$ cat config.mk
export PLATFORM = sky130hd
export DESIGN_NAME = key_matrix_scanner
export DESIGN_NICKNAME = d
export VERILOG_FILES = /design/src/rtl/key_matrix_scanner.sv
export SDC_FILE = /design/constraint.sdc
export NUM_CORES = 1
export LEC_CHECK = 0
export CAP_MARGIN = 30
export CORE_UTILIZATION = 35
export DETAILED_ROUTE_END_ITERATION = 16
export PLACE_DENSITY = 0.55
export SLEW_MARGIN = 25
export SYNTH_ARGS = -nofsm -noshare
export SYNTH_HDL_FRONTEND = slang
export SYNTH_SLANG_ARGS = --single-unit
$ cat constraint.sdc
create_clock -name clk -period 2.34 [get_ports clk]
set_input_delay 0.585 -clock clk [delete_from_list [all_inputs] [get_ports clk]]
set_output_delay 0.585 -clock clk [all_outputs]
set_load 0.01 [all_outputs]
$ cat src/rtl/key_matrix_scanner.sv
// Column-scanned push-button matrix reader with per-cell debounce; cells bit i*N+j = row group i, column j.
// Optional KEY_SCANNER_EDGE_EN adds a registered rising-edge pulse per cell on `pressed`.
module key_matrix_scanner #(
  parameter int unsigned N              = 3,
  parameter int unsigned SETTLE_CYCLES  = 4,
  parameter int unsigned DEBOUNCE_SCANS = 2
) (
  input  logic                 clk,
  input  logic                 rst,
  input  logic                 ena,
  input  logic [N-1:0]         rows_in,
  output logic [N-1:0]         cols_out,
  output logic [$clog2(N):0]   x,
  output logic [N*N-1:0]       cells,
  output logic                 frame_done,
  output logic [N*N-1:0]       pressed
);

  localparam int unsigned XW = $clog2(N) + 1;
  localparam int unsigned SW = $clog2(SETTLE_CYCLES);
  localparam int unsigned CW = $clog2(DEBOUNCE_SCANS + 1);

  // Elaboration-time parameter range checks
  if (N < 1 || N > 8) begin : g_bad_n
    $error("key_matrix_scanner: N must be 1..8");
  end
  if (SETTLE_CYCLES < 3) begin : g_bad_settle
    $error("key_matrix_scanner: SETTLE_CYCLES must be >= 3");
  end
  if (DEBOUNCE_SCANS < 1) begin : g_bad_debounce
    $error("key_matrix_scanner: DEBOUNCE_SCANS must be >= 1");
  end

  typedef enum logic {IDLE, SCAN} state_t;

  state_t                  state_q, state_d;
  logic [N-1:0]            sync1_q, sync2_q;
  logic [N-1:0]            cols_q, cols_d;
  logic [XW-1:0]           x_q, x_d;
  logic [SW-1:0]           settle_q, settle_d;
  logic [N*N-1:0]          cells_q, cells_d;
  logic [N*N-1:0][CW-1:0]  dbc_q, dbc_d;
  logic                    frame_q, frame_d;
  logic                    sample;

  always_ff @(posedge clk or posedge rst) begin
    if (rst) begin
      state_q  <= IDLE;
      sync1_q  <= '1;
      sync2_q  <= '1;
      cols_q   <= '0;
      x_q      <= '0;
      settle_q <= '0;
      cells_q  <= '0;
      dbc_q    <= '0;
      frame_q  <= 1'b0;
    end else begin
      state_q  <= state_d;
      sync1_q  <= rows_in;
      sync2_q  <= sync1_q;
      cols_q   <= cols_d;
      x_q      <= x_d;
      settle_q <= settle_d;
      cells_q  <= cells_d;
      dbc_q    <= dbc_d;
      frame_q  <= frame_d;
    end
  end

  always_comb begin
    state_d  = state_q;
    cols_d   = cols_q;
    x_d      = x_q;
    settle_d = settle_q;
    cells_d  = cells_q;
    dbc_d    = dbc_q;
    frame_d  = 1'b0;
    sample   = 1'b0;

    case (state_q)
      IDLE: begin
        if (ena) begin
          state_d  = SCAN;
          x_d      = '0;
          cols_d   = N'(1);
          settle_d = '0;
        end
      end
      SCAN: begin
        if (!ena) begin
          state_d  = IDLE;
          x_d      = '0;
          cols_d   = '0;
          settle_d = '0;
        end else if (settle_q == SW'(SETTLE_CYCLES - 1)) begin
          sample   = 1'b1;
          settle_d = '0;
          frame_d  = (x_q == XW'(N - 1));
          x_d      = (x_q == XW'(N - 1)) ? '0 : x_q + XW'(1);
          cols_d   = N'(1) << x_d;
        end else begin
          settle_d = settle_q + SW'(1);
        end
      end
      default: state_d = IDLE;
    endcase

    // Debounce only the cells of the column being sampled; row group i returns on rows_in[N-1-i]
    for (int i = 0; i < N; i++) begin
      for (int j = 0; j < N; j++) begin
        if (sample && (x_q == XW'(j))) begin
          if ((~sync2_q[N-1-i]) == cells_q[i*N+j]) begin
            dbc_d[i*N+j] = '0;
          end else if (dbc_q[i*N+j] == CW'(DEBOUNCE_SCANS - 1)) begin
            cells_d[i*N+j] = ~cells_q[i*N+j];
            dbc_d[i*N+j]   = '0;
          end else begin
            dbc_d[i*N+j] = dbc_q[i*N+j] + CW'(1);
          end
        end
      end
    end
  end

  assign cols_out   = cols_q;
  assign x          = x_q;
  assign cells      = cells_q;
  assign frame_done = frame_q;

`ifdef KEY_SCANNER_EDGE_EN
  logic [N*N-1:0] pressed_q;

  always_ff @(posedge clk or posedge rst) begin
    if (rst) begin
      pressed_q <= '0;
    end else begin
      pressed_q <= cells_d & ~cells_q;
    end
  end

  assign pressed = pressed_q;
`else
  assign pressed = '0;
`endif

endmodule

# == Word level (Yosys, flattened, before mapping) ==
# Cells that the tools add are included.
# word_totals
ff_bits,43
inputBits,6
elab_cells,134
output_inout_bits,25
# op_classes
n_eq_ne,23
n_reduce_logical,14
muxes,38
n_addsub,11
shifts,1
n_bitwise,22
# ops
op,n
2-to-1 mux 2 bit,21
AND reduction 3 bit,9
inverter 1 bit,22
2-to-1 mux 3 bit,7
adder 2 x 1 -> 2 bit (second input constant),10
== test 2 x 1 -> 1 bit (second input constant),9
one-hot mux 3 bit (2 select lines),2
== test 1 bit,9
2-to-1 mux 1 bit,7
one-hot mux 2 bit (2 select lines),1
adder 3 x 1 -> 3 bit (second input constant),1
== test 3 x 1 -> 1 bit (second input constant),1
== test 3 x 2 -> 1 bit (second input constant),1
logical AND 1 bit,3
zero test 3 bit,1
inequality test 3 x 2 -> 1 bit (second input constant),1
<< shifter 1 x 3 -> 3 bit (first input constant),1
== test 2 bit (second input constant),1
inequality test 2 bit (second input constant),1
AND reduction 2 bit,1

# == Depth between registers and ports, before layout ==
# Gate-level depths: netlist (run 1).
# logic_depth
word_depth,6
ltp_mapped,6
mapped_depth_nobuf,5

# == Worst setup path after synthesis (run 1) ==
# Ideal clock, no wire load.
# synth_timing
path_kind,input -> register
from,input port ena
to,register dbc_q[0] (netlist name)
path_stages,5
setup_ns,0.125
setup_slack_ns,0.661
path_buffers,2
t_arrival_ns,1.553
required_ns,2.215
path_cell_list,buf_4 nand4b_4 or3_1 buf_6 mux2_4
# synth_via
elab_chain_cells,3
# synth_lines
item,line_no,rtl
from (decl),10,"input logic ena,"
2-to-1 mux 1 bit,90,if (!ena) begin
2-to-1 mux 1 bit,80,case (state_q)
logical AND 1 bit,111,if (sample && (x_q == XW'(j))) begin
to (signal assigned),55,dbc_q <= '0;
to (signal assigned),65,dbc_q <= dbc_d;
to (decl),42,"logic [N*N-1:0][CW-1:0] dbc_q, dbc_d;"
# Every way passes these cells.
# A chain may end at the register's enable or synchronous reset.

# == Final worst setup path (run 1) ==
# layout_timing
from,"register x_q[1], in the netlist x[1]"
to,output port x[1]
# layout_lines
item,line_no,rtl
from (decl),39,"logic [XW-1:0] x_q, x_d;"
from (signal assigned),52,x_q <= '0;
from (signal assigned),62,x_q <= x_d;
to (decl),13,"output logic [$clog2(N):0] x,"
# No word-level cell between the ends.

==> reports/qor.yml, run 1 <==
status:
  status: "finished clean"
clock_tree:
  holdBufCountCts: 0
  cts_tree: "built"
  cts_setup_buffers: 0
  clock_latency_ns: 0.30
  cts.clk_slew.worst_paths_ns: 0.08
  root_buffer: "clkbuf_8"
  clockBufferDepth: 2
  clock-sinks: 43
  post_cts_resized: 0
  cts_max_level: 2
  numCtsBuffers: 5
global_routing:
  grt_usage: 0.1392
  grt_pass1_vias: 1293
  grt_max_degree: 44
  grt.overflow.total: 0
  grt_pass1_wl_um: 6258
  grt_antenna_before_repair: 0
route:
  vias: 1336
  drt_pre_antenna_iters: 5
  drt-vias-per-instance: 5.119
  route.detailed.drc: 0
  wl_um: 3698
  ant_nets: 0
  wl_per_cell_um: 14.17
  drt_iter0_markers: 78
cells_and_area:
  nets: 197
  layout-drive-gt1-share: 0.1728
  syn2layout_area_growth_pct: 18.76
  fill_cells: 490
  diodes: 0
  final_cell_mix: "dfrtp_1, clkdlybuf4s50_1, a31oi_1"
  final_common_cell: "dfrtp_1"
  fin_area_um2: 2328
  post-route-util: 0.4446
placement:
  finalWeightedCongestion: 0.8788
  dpl-instance-area_um2: 2192
  portBuffers: 21
  dp_hpwl_um: 2491
power:
  intPower_uw: 1245
  power.density_nw_per_um2: 678.8
  p_seq_frac: 0.501
  p_leak_uw: 0.001095
  clock_power_share: 0.431
  combPwrFrac: 0.068
  power.switching_uw: 336.0
  swShare: 0.2126
  ir_drop_uv: 392.7
floorplan:
  ios: 31
  core_area_um2: 5238
  die_area_um2: 5905
  die_x_um: 76.85
  die-height_um: 76.85
  rows: 26
  start_util: 0.3743
timing:
  fmax_mhz: 451.9
  period_minus_slack_ns: 2.213
  drv_slew: 0
  finalSetupViolCount: 0
  skew_ns: 0.009966
  fin_crit_sh: 0.9456
  hold_viol: 0
  tightest_slew_ns: 0.5456
  slew-limit-headroom: 0.6363
  rsz0062_at_grt: "false"
  final.setup.tns_ns: 0
logic_synthesis:
  synth_xor_area_frac: 0.04467
  synth_top_cell_by_area: "dfrtp_1"
  synth_top_family_by_area: "simple AND/OR/NAND/NOR gates"
  synthMuxAreaShare: 0.05743
  netlist.area_leader.share: 0.4722
  ys_warn_count: 0
  synth_area_um2: 1961
  synth.area.top_cells: "dfrtp_1, dfstp_2, xor2_1"
  synth_compound_area_frac: 0.1232
  avgSynthCellArea_um2: 11.60
  syn_inst: 169
  synth_seq_cells: 43
  synth_seq_area_share: 0.5526
  synth_cell_types: 36
  synth_fa_ha_area_frac: 0.006382
  synth-simple-area-share: 0.1398
worst_setup_path:
  path_cells: "clkdlybuf4s50_1"
  crit_family: "flip-flops"
  r2r_setup_slack_ns: 0.48
  cp_num_cells: 1
  worstSetupStartpointType: "flop"
  cp_max_fo: 15
  crit_buf_inv: 1
  cp-end-kind: "output port"
  slowest_delay_ns: 0.68
  critPathSlowestCell: "dfrtp_1"
  worstPathArrival_ns: 1.63
  required_ns: 1.75
  path_class: "reg -> out"
  r2r_cells: 5
job:
  maxCapViolCount: 0
hold_path:
  hp-class: "reg -> reg"
  hold_depth: 0
==> kinds of logic after synthesis <==
| kind of cell | after synthesis |
|---|---|
| other cells | 1 |
| buf+inv | 23 |
| xor+xnor | 10 |
| fa+ha+maj | 1 |
| flops | 43 |
| simple gates | 45 |
| mux | 9 |
| compound gates | 37 |
==> worst paths after layout <==
check,start,endpoint
max in group asynchronous,rst,state_q
min in group asynchronous,rst,dbc_q[11]
worst max-delay path,x[1],x[1]
worst min-delay path,sync1_q[1],sync2_q[1]
worst min register to register,sync1_q[1],sync2_q[1]
worst max register to register,settle_q[0],dbc_q[10]
==> registers in the layout (all words and copies together), names as in the netlist <==
name and count:
cells 9, cols_out 3, dbc_q 18, frame_done 1
settle_q 2, state_q 1, sync1_q 3, sync2_q 3
x 3
==> synthesized netlist by cell type (all sizes together) <==
master and instances:
o21bai 1, dfstp 6, inv 3, nor2b 6
o31ai 2, or4b 1, nor4bb 3, o21ai 3
dfrtp 37, or3 1, nand2b 4, nand4b 1
a21oi 7, nor2 10, a21bo 1, nand2 9
conb 1, a21o 1, nand3 4, a31oi 12
clkbuf 5, ha 1, o21a 9, buf 15
nor4b 2, mux2 9, and2b 1, and4b 1
xor2 10, nand4 2, a22o 1
==> area by class of cell <==
type	instances	area (um^2)	share of cell area
clock buffers	5	68.82	0.02955
clock inverters	3	67.56	0.02902
inverters	3	11.26	0.004836
multi-input cells	111	762.0	0.3272
flip-flops and latches	43	1084	0.4653
well taps	70	87.58	0.03761
repair buffers	26	247.7	0.1064
==> layer usage <==
| layer | GRT usage | up-vias | part of all wire |
|---|---|---|---|
| met1 | 0.1791 | 670 | 0.47 |
| met2 | 0.2161 | 49 | 0.47 |
| met3 | 0.04643 | 5 | 0.055 |
| met5 | 0 | - | 0 |
| met4 | 0.05192 | 0 | 0.013 |
| li1 | - | 612 | - |
==> power groups by stage <==
stage,sequential (uW),combinational [uW],clock [uW]
2_1_floorplan,795,92.5,0
3_3_place_gp,805,105,0
3_5_place_dp,807,109,0
4_1_cts,792,109,700
5_1_grt,795,121,728
6_report,792,107,681
==> through the flow <==
step / total power (uW) / std cells / setup WS [ns] / hold slack [ns]
global route: 1644 / 261 / 0.06768 / 0.3628
finish: 1581 / 261 / 0.1272 / 0.3593
floorplan: 887.8 / 177 / 0.6615 / 0.3452
global placement: 909.5 / 253 / 0.09248 / 0.3455
CTS: 1601 / 261 / 0.1239 / 0.3597
detailed placement: 915.1 / 253 / 0.08209 / 0.3468
Note: power is estimated with default switching activity, not from simulation.
==> run 2, diff against run 1 <==
--- a/config.mk
+++ b/config.mk
@@ -9,7 +9,7 @@
 export CORE_UTILIZATION = 35
 export DETAILED_ROUTE_END_ITERATION = 16
 export PLACE_DENSITY = 0.55
-export SLEW_MARGIN = 25
+export SLEW_MARGIN = 0
 export SYNTH_ARGS = -nofsm -noshare
 export SYNTH_HDL_FRONTEND = slang
 export SYNTH_SLANG_ARGS = --single-unit
==> results of run 2 <==
The final DEF is identical to that of run 1; final timing and power are the same.
==> run 3, diff against run 2 <==
--- a/config.mk
+++ b/config.mk
@@ -9,7 +9,7 @@
 export CORE_UTILIZATION = 35
 export DETAILED_ROUTE_END_ITERATION = 16
 export PLACE_DENSITY = 0.55
-export SLEW_MARGIN = 0
+export SLEW_MARGIN = 20
 export SYNTH_ARGS = -nofsm -noshare
 export SYNTH_HDL_FRONTEND = slang
 export SYNTH_SLANG_ARGS = --single-unit
==> results of run 3 <==
The final DEF is identical to that of run 1; final timing and power are the same.
